[config.mk]
export PLATFORM = sky130hd
export DESIGN_NAME = module_lcd_control
export DESIGN_NICKNAME = d
export VERILOG_FILES = /design/src/rtl/lcd_pkg.sv /design/src/rtl/lcd_nibble_writer.sv /design/src/rtl/module_lcd_control.sv
export SDC_FILE = /design/constraint.sdc
export NUM_CORES = 1
export LEC_CHECK = 0
export BUFFER_PORTS_ARGS = -buffer_cell sky130_fd_sc_hd__clkbuf_2
export CORE_MARGIN = 1.5
export CORE_UTILIZATION = 50
export DETAILED_ROUTE_END_ITERATION = 7
export PLACE_DENSITY = 0.69
export REMOVE_ABC_BUFFERS = 1
export SLEW_MARGIN = 10
export SYNTH_ARGS = -nofsm -noshare
export SYNTH_HDL_FRONTEND = slang
export SYNTH_SLANG_ARGS = --single-unit
export TNS_END_PERCENT = 5
[constraint.sdc]
create_clock -name Clock -period 2.85 [get_ports Clock]
set_input_delay 0.285 -clock Clock [delete_from_list [all_inputs] [get_ports Clock]]
set_output_delay 0.285 -clock Clock [all_outputs]
set_load 0.03 [all_outputs]
[src/rtl/lcd_pkg.sv]
// Shared definitions for the HD44780 4-bit initialiser: main-state encoding,
// writer phase encoding, LCD command bytes and the fixed message ROM.
package lcd_pkg;

    typedef enum logic [3:0] {
        ST_POWERUP = 4'd0,
        ST_INIT1   = 4'd1,
        ST_INIT2   = 4'd2,
        ST_INIT3   = 4'd3,
        ST_INIT4   = 4'd4,
        ST_CFG1    = 4'd5,
        ST_CFG2    = 4'd6,
        ST_CFG3    = 4'd7,
        ST_CFG4    = 4'd8,
        ST_MSG1    = 4'd9,
        ST_MSG2    = 4'd10,
        ST_MSG3    = 4'd11,
        ST_MSG4    = 4'd12,
        ST_MSG5    = 4'd13,
        ST_DONE    = 4'd14
    } lcd_state_e;

    localparam logic [2:0] WR_IDLE  = 3'd0;
    localparam logic [2:0] WR_SETUP = 3'd1;
    localparam logic [2:0] WR_EN    = 3'd2;
    localparam logic [2:0] WR_GAP   = 3'd3;
    localparam logic [2:0] WR_POST  = 3'd4;

    localparam logic [7:0] LCD_FUNC_SET = 8'h28;
    localparam logic [7:0] LCD_ENTRY    = 8'h06;
    localparam logic [7:0] LCD_DISP_ON  = 8'h0C;
    localparam logic [7:0] LCD_CLEAR    = 8'h01;

    // Index 0 is the first character sent ("HELLO").
    localparam logic [4:0][7:0] MSG_ROM = {8'h4F, 8'h4C, 8'h4C, 8'h45, 8'h48};

    function automatic logic [7:0] msg_char(input logic [2:0] idx);
        return MSG_ROM[idx];
    endfunction

endpackage

[src/rtl/lcd_nibble_writer.sv]
// Drives one LCD transfer (one nibble, or a byte as two nibbles) with
// setup/E/gap timing, then waits the caller-supplied post-wait and pulses done.
module lcd_nibble_writer
    import lcd_pkg::*;
#(
    parameter int unsigned T_SETUP   = 2,
    parameter int unsigned T_EN      = 12,
    parameter int unsigned T_NIB_GAP = 50
) (
    input  logic        clk,
    input  logic        rst,
    input  logic        start,
    input  logic        rs,
    input  logic        two_nibble,
    input  logic [7:0]  xfer_byte,
    input  logic [31:0] post_wait,
    output logic        done,
    output logic        lcd_e,
    output logic        lcd_rs,
    output logic [3:0]  lcd_data
);

    logic [2:0]  phase_q, phase_d;
    logic [31:0] cnt_q, cnt_d;
    logic        e_q, e_d;
    logic        rs_q, rs_d;
    logic [3:0]  data_q, data_d;
    logic [3:0]  lo_q, lo_d;
    logic        two_q, two_d;
    logic [31:0] post_q, post_d;
    logic        done_q, done_d;

    always_comb begin
        phase_d = phase_q;
        cnt_d   = cnt_q;
        e_d     = e_q;
        rs_d    = rs_q;
        data_d  = data_q;
        lo_d    = lo_q;
        two_d   = two_q;
        post_d  = post_q;
        done_d  = 1'b0;
        case (phase_q)
            WR_IDLE: begin
                if (start) begin
                    rs_d    = rs;
                    data_d  = xfer_byte[7:4];
                    lo_d    = xfer_byte[3:0];
                    two_d   = two_nibble;
                    post_d  = post_wait;
                    cnt_d   = 32'd0;
                    phase_d = WR_SETUP;
                end
            end
            WR_SETUP: begin
                if (cnt_q == 32'(T_SETUP - 1)) begin
                    e_d     = 1'b1;
                    cnt_d   = 32'd0;
                    phase_d = WR_EN;
                end else begin
                    cnt_d = cnt_q + 32'd1;
                end
            end
            WR_EN: begin
                if (cnt_q == 32'(T_EN - 1)) begin
                    e_d     = 1'b0;
                    cnt_d   = 32'd0;
                    phase_d = two_q ? WR_GAP : WR_POST;
                end else begin
                    cnt_d = cnt_q + 32'd1;
                end
            end
            WR_GAP: begin
                // RS/data keep the high nibble through the gap, giving hold after E falls.
                if (cnt_q == 32'(T_NIB_GAP - 1)) begin
                    data_d  = lo_q;
                    two_d   = 1'b0;
                    cnt_d   = 32'd0;
                    phase_d = WR_SETUP;
                end else begin
                    cnt_d = cnt_q + 32'd1;
                end
            end
            WR_POST: begin
                if (cnt_q == post_q - 32'd1) begin
                    done_d  = 1'b1;
                    cnt_d   = 32'd0;
                    phase_d = WR_IDLE;
                end else begin
                    cnt_d = cnt_q + 32'd1;
                end
            end
            default: begin
                phase_d = WR_IDLE;
                cnt_d   = 32'd0;
                e_d     = 1'b0;
            end
        endcase
    end

    always_ff @(posedge clk) begin
        if (rst) begin
            phase_q <= WR_IDLE;
            cnt_q   <= 32'd0;
            e_q     <= 1'b0;
            rs_q    <= 1'b0;
            data_q  <= 4'h0;
            two_q   <= 1'b0;
            done_q  <= 1'b0;
        end else begin
            phase_q <= phase_d;
            cnt_q   <= cnt_d;
            e_q     <= e_d;
            rs_q    <= rs_d;
            data_q  <= data_d;
            two_q   <= two_d;
            done_q  <= done_d;
        end
        lo_q   <= lo_d;
        post_q <= post_d;
    end

    assign done     = done_q;
    assign lcd_e    = e_q;
    assign lcd_rs   = rs_q;
    assign lcd_data = data_q;

endmodule

[src/rtl/module_lcd_control.sv]
// HD44780 4-bit power-up initialiser and "HELLO" writer; sequences transfers
// through lcd_nibble_writer and counts completed transfers on oLed.
module module_lcd_control
    import lcd_pkg::*;
#(
    parameter int unsigned T_POWERUP = 750000,
    parameter int unsigned T_INIT1   = 205000,
    parameter int unsigned T_INIT2   = 5000,
    parameter int unsigned T_INIT34  = 2000,
    parameter int unsigned T_SETUP   = 2,
    parameter int unsigned T_EN      = 12,
    parameter int unsigned T_NIB_GAP = 50,
    parameter int unsigned T_CMD     = 2000,
    parameter int unsigned T_CLEAR   = 82000
) (
    input  logic       Clock,
    input  logic       Reset,
    output logic [7:0] oLed,
    output logic       oLCD_Enabled,
    output logic       oLCD_RegisterSelect,
    output logic       oLCD_StrataFlashControl,
    output logic       oLCD_ReadWrite,
    output logic [3:0] oLCD_Data
);

    lcd_state_e  state_q, state_d;
    logic [31:0] timer_q, timer_d;
    logic [7:0]  led_q, led_d;

    logic        wr_start, wr_rs, wr_two, wr_done;
    logic [7:0]  wr_byte;
    logic [31:0] wr_post;

    always_comb begin
        state_d = state_q;
        timer_d = timer_q;
        led_d   = led_q;
        case (state_q)
            ST_POWERUP: begin
                if (timer_q == 32'(T_POWERUP - 1)) begin
                    state_d = ST_INIT1;
                end else begin
                    timer_d = timer_q + 32'd1;
                end
            end
            ST_DONE: begin
                state_d = ST_DONE;
            end
            default: begin
                if (wr_done) begin
                    state_d = lcd_state_e'(state_q + 4'd1);
                    if (led_q != 8'hFF) begin
                        led_d = led_q + 8'd1;
                    end
                end
            end
        endcase
    end

    // The next transfer is launched on the same cycle the state advances into it.
    always_comb begin
        wr_start = (state_d != state_q) && (state_d != ST_DONE);
        wr_rs    = 1'b0;
        wr_two   = 1'b1;
        wr_byte  = 8'h00;
        wr_post  = 32'(T_CMD);
        case (state_d)
            ST_INIT1: begin wr_two = 1'b0; wr_byte = 8'h30; wr_post = 32'(T_INIT1);  end
            ST_INIT2: begin wr_two = 1'b0; wr_byte = 8'h30; wr_post = 32'(T_INIT2);  end
            ST_INIT3: begin wr_two = 1'b0; wr_byte = 8'h30; wr_post = 32'(T_INIT34); end
            ST_INIT4: begin wr_two = 1'b0; wr_byte = 8'h20; wr_post = 32'(T_INIT34); end
            ST_CFG1:  wr_byte = LCD_FUNC_SET;
            ST_CFG2:  wr_byte = LCD_ENTRY;
            ST_CFG3:  wr_byte = LCD_DISP_ON;
            ST_CFG4:  begin wr_byte = LCD_CLEAR; wr_post = 32'(T_CLEAR); end
            ST_MSG1:  begin wr_rs = 1'b1; wr_byte = msg_char(3'd0); end
            ST_MSG2:  begin wr_rs = 1'b1; wr_byte = msg_char(3'd1); end
            ST_MSG3:  begin wr_rs = 1'b1; wr_byte = msg_char(3'd2); end
            ST_MSG4:  begin wr_rs = 1'b1; wr_byte = msg_char(3'd3); end
            ST_MSG5:  begin wr_rs = 1'b1; wr_byte = msg_char(3'd4); end
            default:  wr_byte = 8'h00;
        endcase
    end

    always_ff @(posedge Clock) begin
        if (Reset) begin
            state_q <= ST_POWERUP;
            timer_q <= 32'd0;
            led_q   <= 8'h00;
        end else begin
            state_q <= state_d;
            timer_q <= timer_d;
            led_q   <= led_d;
        end
    end

    lcd_nibble_writer #(
        .T_SETUP   (T_SETUP),
        .T_EN      (T_EN),
        .T_NIB_GAP (T_NIB_GAP)
    ) u_writer (
        .clk        (Clock),
        .rst        (Reset),
        .start      (wr_start),
        .rs         (wr_rs),
        .two_nibble (wr_two),
        .xfer_byte  (wr_byte),
        .post_wait  (wr_post),
        .done       (wr_done),
        .lcd_e      (oLCD_Enabled),
        .lcd_rs     (oLCD_RegisterSelect),
        .lcd_data   (oLCD_Data)
    );

    assign oLed                    = led_q;
    assign oLCD_StrataFlashControl = 1'b1;
    assign oLCD_ReadWrite          = 1'b0;

endmodule

## After elaboration in Yosys (flattened, before gate mapping)

Cells that the tools add are included.

- Flip-flop bits (word level): 123
- Input port bits: 2

- Multiplexer cells: 30
- Reductions and logical operators: 17
- Bitwise gates (word level): 4
- Equality and inequality tests: 31
- Add/sub/neg operators: 5

Operator list:

| kind | number |
|---|---|
| $mux 32 | 5 |
| $pmux 32 s5 | 1 |
| $pmux 7 s10 | 1 |
| $add 32x1->32 const B | 2 |
| $pmux 18 s3 | 1 |
| $eq 32x1->1 const B | 1 |
| $eq 32x20->1 const B | 1 |
| $eq 32x32->1 | 1 |
| $eq 32x4->1 const B | 1 |
| $eq 32x6->1 const B | 1 |
| $sub 32x1->32 const B | 1 |
| $eq 4x4->1 const B | 7 |
| $mux 3 | 6 |
| $eq 4x3->1 const B | 4 |
| $mux 4 | 4 |
| $pmux 4 s2 | 2 |
| $pmux 3 s5 | 1 |
| $ne 2x1->1 const B | 5 |
| $reduce_and 3->1 | 3 |
| $add 8x1->8 const B | 1 |
| $eq 4x2->1 const B | 2 |
| $ne 8x8->1 const B | 1 |
| $mux 1 | 7 |
| $eq 3x2->1 const B | 2 |
| other kinds (19) | 26 |

## Longest topological paths before layout

- Depth after elaboration: 8
- Gate-level depth with buffers: 12

## Hierarchy

From an unflattened synthesis, not the netlist that was laid out.

- Cells, all modules: 815
- Area, all modules: 7,061.8 um^2

Modules (own cells, without submodules):

| module | instances | cells each | sequential area each (um^2) | area an instance (um^2) |
|---|---|---|---|---|
| lcd_nibble_writer | 1 | 503 | 1,941.9 | 4,565.6 |
| module_lcd_control | 1 | 312 | 880.8 | 2,496.1 |

## Least setup slack after synthesis

Ideal clock, no wire load.

- Path kind: register -> register
- Start: reg state_q[0]
- End: reg u_writer.data_q[0], in the netlist u_writer.lcd_data[0]
- Clock period less this slack: 3.089 ns
- Required time: 2.720 ns
- Path slack: -0.239 ns
- Cell stages (with the launch flop): 11
- Data arrival time: 2.959 ns
- Cell sequence: dfxtp_1 inv_1 ha_1 nand2b_1 mux2_2 o211ai_1 o22ai_1 a21oi_1 nor2_1 a211oi_1 nor3_1

- Word-level cells in the longest chain between the ends: 8
- Elaborated cells on any way between the ends: 29
- Those cells by class: add/sub: 1; eq/ne: 17; mux: 6; reduce/logical: 5

RTL lines:

| item | RTL line | text |
|---|---|---|
| start, declared | module_lcd_control.sv:26 | `lcd_state_e state_q, state_d;` |
| start signal, assigned | module_lcd_control.sv:91 | `state_q <= state_d;` |
| $add 4x1->4 | module_lcd_control.sv:51 | `state_d = lcd_state_e'(state_q + 4'd1);` |
| $mux 4 | module_lcd_control.sv:50 | `if (wr_done) begin` |
| $pmux 4 s2 | module_lcd_control.sv:38 | `case (state_q)` |
| $eq 4x2->1 (tied with other cells) | module_lcd_control.sv:67 | `case (state_d)` |
| $reduce_or 3->1 (no line) or $reduce_or 2->1 (tied branches) | -- |  |
| $pmux 7 s10 | module_lcd_control.sv:67 |  |
| $mux 4 | lcd_nibble_writer.sv:45 | `if (start) begin` |
| $pmux 4 s2 | lcd_nibble_writer.sv:43 | `case (phase_q)` |
| end signal, assigned | lcd_nibble_writer.sv:115 | `data_q <= data_d;` |
| end, declared | lcd_nibble_writer.sv:27 | `logic [3:0] data_q, data_d;` |

Several ways; a longest one is shown, not always the timed one. The select of a mux whose other input is x is not followed.
A chain may end at the register's enable or synchronous reset.

## Worst setup path in the final report

- Start: reg u_writer.post_q[3]
- End: reg u_writer.cnt_q[6]

- Word-level cells in the longest chain between the ends: 4

RTL lines:

| item | RTL line | text |
|---|---|---|
| start, declared | lcd_nibble_writer.sv:30 | `logic [31:0] post_q, post_d;` |
| start signal, assigned | lcd_nibble_writer.sv:120 | `post_q <= post_d;` |
| $sub 32x1->32 | lcd_nibble_writer.sv:85 | `if (cnt_q == post_q - 32'd1) begin` |
| $eq 32x32->1 | lcd_nibble_writer.sv:85 |  |
| $mux 32 | lcd_nibble_writer.sv:85 |  |
| $pmux 32 s5 | lcd_nibble_writer.sv:43 |  |
| end signal, assigned | lcd_nibble_writer.sv:112 | `cnt_q <= cnt_d;` |
| end, declared | lcd_nibble_writer.sv:24 | `logic [31:0] cnt_q, cnt_d;` |

No other way between the ends.

==> reports/metrics.json <==
{
  "floorplan": {
    "io_pins": 18,
    "initial_core_util_pct": 51.7,
    "dieWidth_um": 109,
    "die_height_um": 109,
    "placeableCoreArea_um2": 10900,
    "overall_die_area_um2": 11900,
    "num_rows": 38
  },
  "logic_synthesis": {
    "asyncSetResetFlopFracSynth_pct": 0,
    "yosys_warnings": 0,
    "yosysSeqAreaShare_pct": 38.4,
    "post_syn_instances": 673,
    "syn-cell-area_um2": 5630,
    "synth_enable_flop_cells": 14,
    "synth.avg_cell_area_um2": 8.36,
    "synth.ff_latch_count": 101,
    "count_of_unique_library_cells_instantiated_by_yosys": 67,
    "synthFlopType": "sky130_fd_sc_hd__dfxtp_1"
  },
  "worst_setup_path": {
    "crit_family": "simple AND/OR/NAND/NOR gates",
    "cp_num_buf_inv": 2,
    "path_cells": "buf_4 > or4_1 > xnor2_1 > nor4b_1 > a311oi_1 > nor4_2 > o211ai_2 > a2bb2oi_4 > clkbuf_16 > nor2_2",
    "timing.critical_path.fanout_max": 16,
    "max_stage_delay_ns": 0.62,
    "slowest_stage": "sky130_fd_sc_hd__or4_1",
    "critPathCaptureType": "flip-flop",
    "crit_arrival_ns": 3.13,
    "worst-r2r-setup-slack_ns": -0.007,
    "timing.critical_path.from_type": "flip-flop",
    "setup.worst_path.class": "flip-flop to flip-flop",
    "worst-endpoint-required_ns": 3.12
  },
  "clock_network": {
    "hold_buffers": 0,
    "clock-sinks": 101,
    "cts_buffer_depth": 2,
    "cts_made_buffers": 9,
    "skew_pair_late_insertion_delay_ns": 0.38,
    "cts-htree-levels": 3,
    "cts.reportedPaths.clkPinSlew_ns": 0.09,
    "clock_tree_from_tritoncts": "built",
    "clockRootBuffer": "sky130_fd_sc_hd__clkbuf_8"
  },
  "routing": {
    "routed.top_layer": "met4",
    "via_density": 5.73,
    "ant_nets": 0,
    "detail_route.first_pass.iterations": 5,
    "detail_route.wirelength.met1_um": 5590,
    "wirelength_um": 12400,
    "dr.first_iter.drc_count": 309,
    "routed-wl-met2_um": 5970,
    "remaining_drc_errors": 0,
    "via_count": 4803,
    "wl_per_cell_um": 14.7,
    "met3_wirelength_um": 458
  },
  "sta": {
    "timing.slew.headroom_pct": 61.2,
    "unrepaired_setup_endpoints_after_global_routing": "yes",
    "finalCriticalPeriod_ns": 2.86,
    "finalHoldViolCount": 0,
    "setup_violations": 9,
    "max_freq_mhz": 350,
    "worst-slew-pin-transition_ns": 0.566,
    "holdWs_ns": 0.333,
    "tns_ns": -0.0295,
    "skew_ns": 0.0111,
    "finalCritPeriodShare_pct": 100,
    "postLayoutSetupSlackWorst_ns": -0.00693,
    "report.final.slew_viol_count": 0
  },
  "power_and_ir_drop": {
    "ir_worst_vdd_uv": 612,
    "power.leakage_nw": 2.12,
    "finalPower_mw": 3.34,
    "power_density_nw_per_um2": 542
  },
  "final_layout": {
    "final.fill_count": 1013,
    "finish.net_count": 704,
    "final_util_pct": 56.6,
    "final_cells": 838,
    "final-seq-area_um2": 2160,
    "area.growth.synth_to_final_pct": 9.56,
    "antenna_cells": 0,
    "drive_gt1_share_pct": 14.3,
    "multi_input_comb_area_um2": 3240
  },
  "flow_run": {
    "timing.max_cap.violations": 0
  },
  "place": {
    "io_buffers": 15,
    "hpwl_um": 8820,
    "place.gp.congestion": 0.846,
    "dpl.cell_count": 819
  },
  "global_route": {
    "initial_antenna_violation_count": 0,
    "grt_util_all_layers_pct": 21.3,
    "first_global_vias": 4352,
    "globalRouteOverflowTotal": 0,
    "grt_start_max_net_pins": 48,
    "grt_first_pass_wirelength_um": 20100
  },
  "outcome": {
    "failing_checks": "negative setup slack",
    "outcome": "finished, violations left"
  },
  "min_path": {
    "hold_path.class": "input port to flip-flop"
  }
}
[path summary, 6_finish.rpt]
kind	startpoint	to	cells after the start
max	u_writer.post_q[3]$_DFFE_PP_	u_writer.cnt_q[6]$_SDFFE_PP0P_	10
min	Reset	u_writer.lcd_data[3]$_SDFFE_PP0P_	2
max reg2reg	u_writer.post_q[3]$_DFFE_PP_	u_writer.cnt_q[6]$_SDFFE_PP0P_	10
min reg2reg	timer_q[1]$_SDFFE_PP0P_	timer_q[1]$_SDFFE_PP0P_	2
[power by group]
group | switching (mW) | internal (mW) | total, mW
Sequential | 0.0675 | 1.51 | 1.58
Clock | 0.493 | 0.405 | 0.898
Combinational | 0.527 | 0.337 | 0.864
[cells in the final DEF (no fill, tap or decap), drive strengths merged, types with 10 or more instances in the layout]
master / count
xor2: 30
o21ai: 22
nand2: 53
edfxtp: 14
nand3: 22
and4: 10
nand4: 19
nor2: 116
nor4: 18
buf: 27
nor3: 34
inv: 21
clkbuf: 26
xnor2: 44
a21oi: 28
dfxtp: 87
and3: 15
[area by class of cell]
cell class              count  area share (%)
multi-input cells         518            52.5
clock buffers              10            2.07
clock inverters             6           0.994
repair buffers             43            5.32
flip-flops and latches    101            35.1
inverters                  20            1.22
well taps                 140            2.84
[synthesized netlist by cell type (all sizes together), types with 2 or more instances]
library cell | instances | area, um2
mux2 | 2 | 22.5
nand4 | 19 | 119
nand2b | 7 | 43.8
and2 | 5 | 31.3
and3 | 15 | 95.1
nor2 | 116 | 488
o22ai | 5 | 31.3
clkbuf | 18 | 67.6
or2 | 2 | 12.5
o211ai | 3 | 27.5
ha | 9 | 113
nor3 | 34 | 175
o21ai | 22 | 110
a31oi | 4 | 25.0
nand2 | 53 | 199
nand4b | 2 | 17.5
a22oi | 2 | 15.0
a211oi | 4 | 42.5
xor2 | 30 | 263
xnor2 | 44 | 385
a221oi | 2 | 17.5
edfxtp | 14 | 420
nand3b | 3 | 22.5
a41oi | 2 | 17.5
nor4 | 18 | 131
buf | 16 | 114
inv | 20 | 75.1
mux2i | 6 | 60.1
nor2b | 5 | 31.3
conb | 2 | 7.51
nor3b | 6 | 50.1
a21oi | 28 | 140
and4 | 10 | 87.6
or3 | 9 | 56.3
a311oi | 2 | 17.5
nand3 | 22 | 110
nor4b | 5 | 50.0
or4 | 2 | 15.0
dfxtp | 87 | 1740
o21a | 3 | 22.5
[timing repair]
item                                    CTS  global route
resized for setup                         2             3
endpoints found under the setup margin   30            33
pin swaps                                 0             2
hold endpoints to repair                  0             0
buffers inserted                          0             2
cloned                                    0             1
[flip-flops by register name (all words and copies together), names as in the netlist]
register and cells:
oLed 8, state_q 4, timer_q 32, u_writer.cnt_q 32, u_writer.done 1, u_writer.lcd_data 4
u_writer.lcd_e 1, u_writer.lcd_rs 1, u_writer.lo_q 4, u_writer.phase_q 3, u_writer.post_q 10, u_writer.two_q 1
[layer usage]
| layer | up-vias | global-route usage [%] |
|---|---|---|
| li1 | 2400 | - |
| met1 | 2281 | 26.5 |
| met4 | 0 | 7.99 |
| met5 | - | 0 |
| met2 | 95 | 35.8 |
| met3 | 27 | 4.96 |
[worst reg2reg max path, stage by stage, from the launching register on]
cell,delay [ns]
sky130_fd_sc_hd__edfxtp_1,0.41
sky130_fd_sc_hd__buf_4,0.16
sky130_fd_sc_hd__or4_1,0.63
sky130_fd_sc_hd__xnor2_1,0.20
sky130_fd_sc_hd__nor4b_1,0.31
sky130_fd_sc_hd__a311oi_1,0.11
sky130_fd_sc_hd__nor4_2,0.19
sky130_fd_sc_hd__o211ai_2,0.20
sky130_fd_sc_hd__a2bb2oi_4,0.26
sky130_fd_sc_hd__clkbuf_16,0.24
sky130_fd_sc_hd__nor2_2,0.06
[metrics by stage]
stage | setup WS [ns] | area (um2)
after floorplan | -0.255 | 5450
after global placement | 0.125 | 5910
after detailed placement | -0.00603 | 5910
after CTS | 0.0249 | 6110
after global routing | -0.128 | 6170
final | -0.00693 | 6170
[cell families (layout without fill, tap and decap cells)]
kind of cell / count (synthesis) / count (layout) / synth area share (%)
buf+inv: 54 / 79 / 4.56
other cells: 2 / 2 / 0.133
compound gates: 88 / 88 / 10.3
simple gates: 337 / 337 / 31.6
fa+ha+maj: 9 / 9 / 2.00
mux: 8 / 8 / 1.47
xor+xnor: 74 / 74 / 11.5
flops: 101 / 101 / 38.4
(Power assumes the default switching activity.)
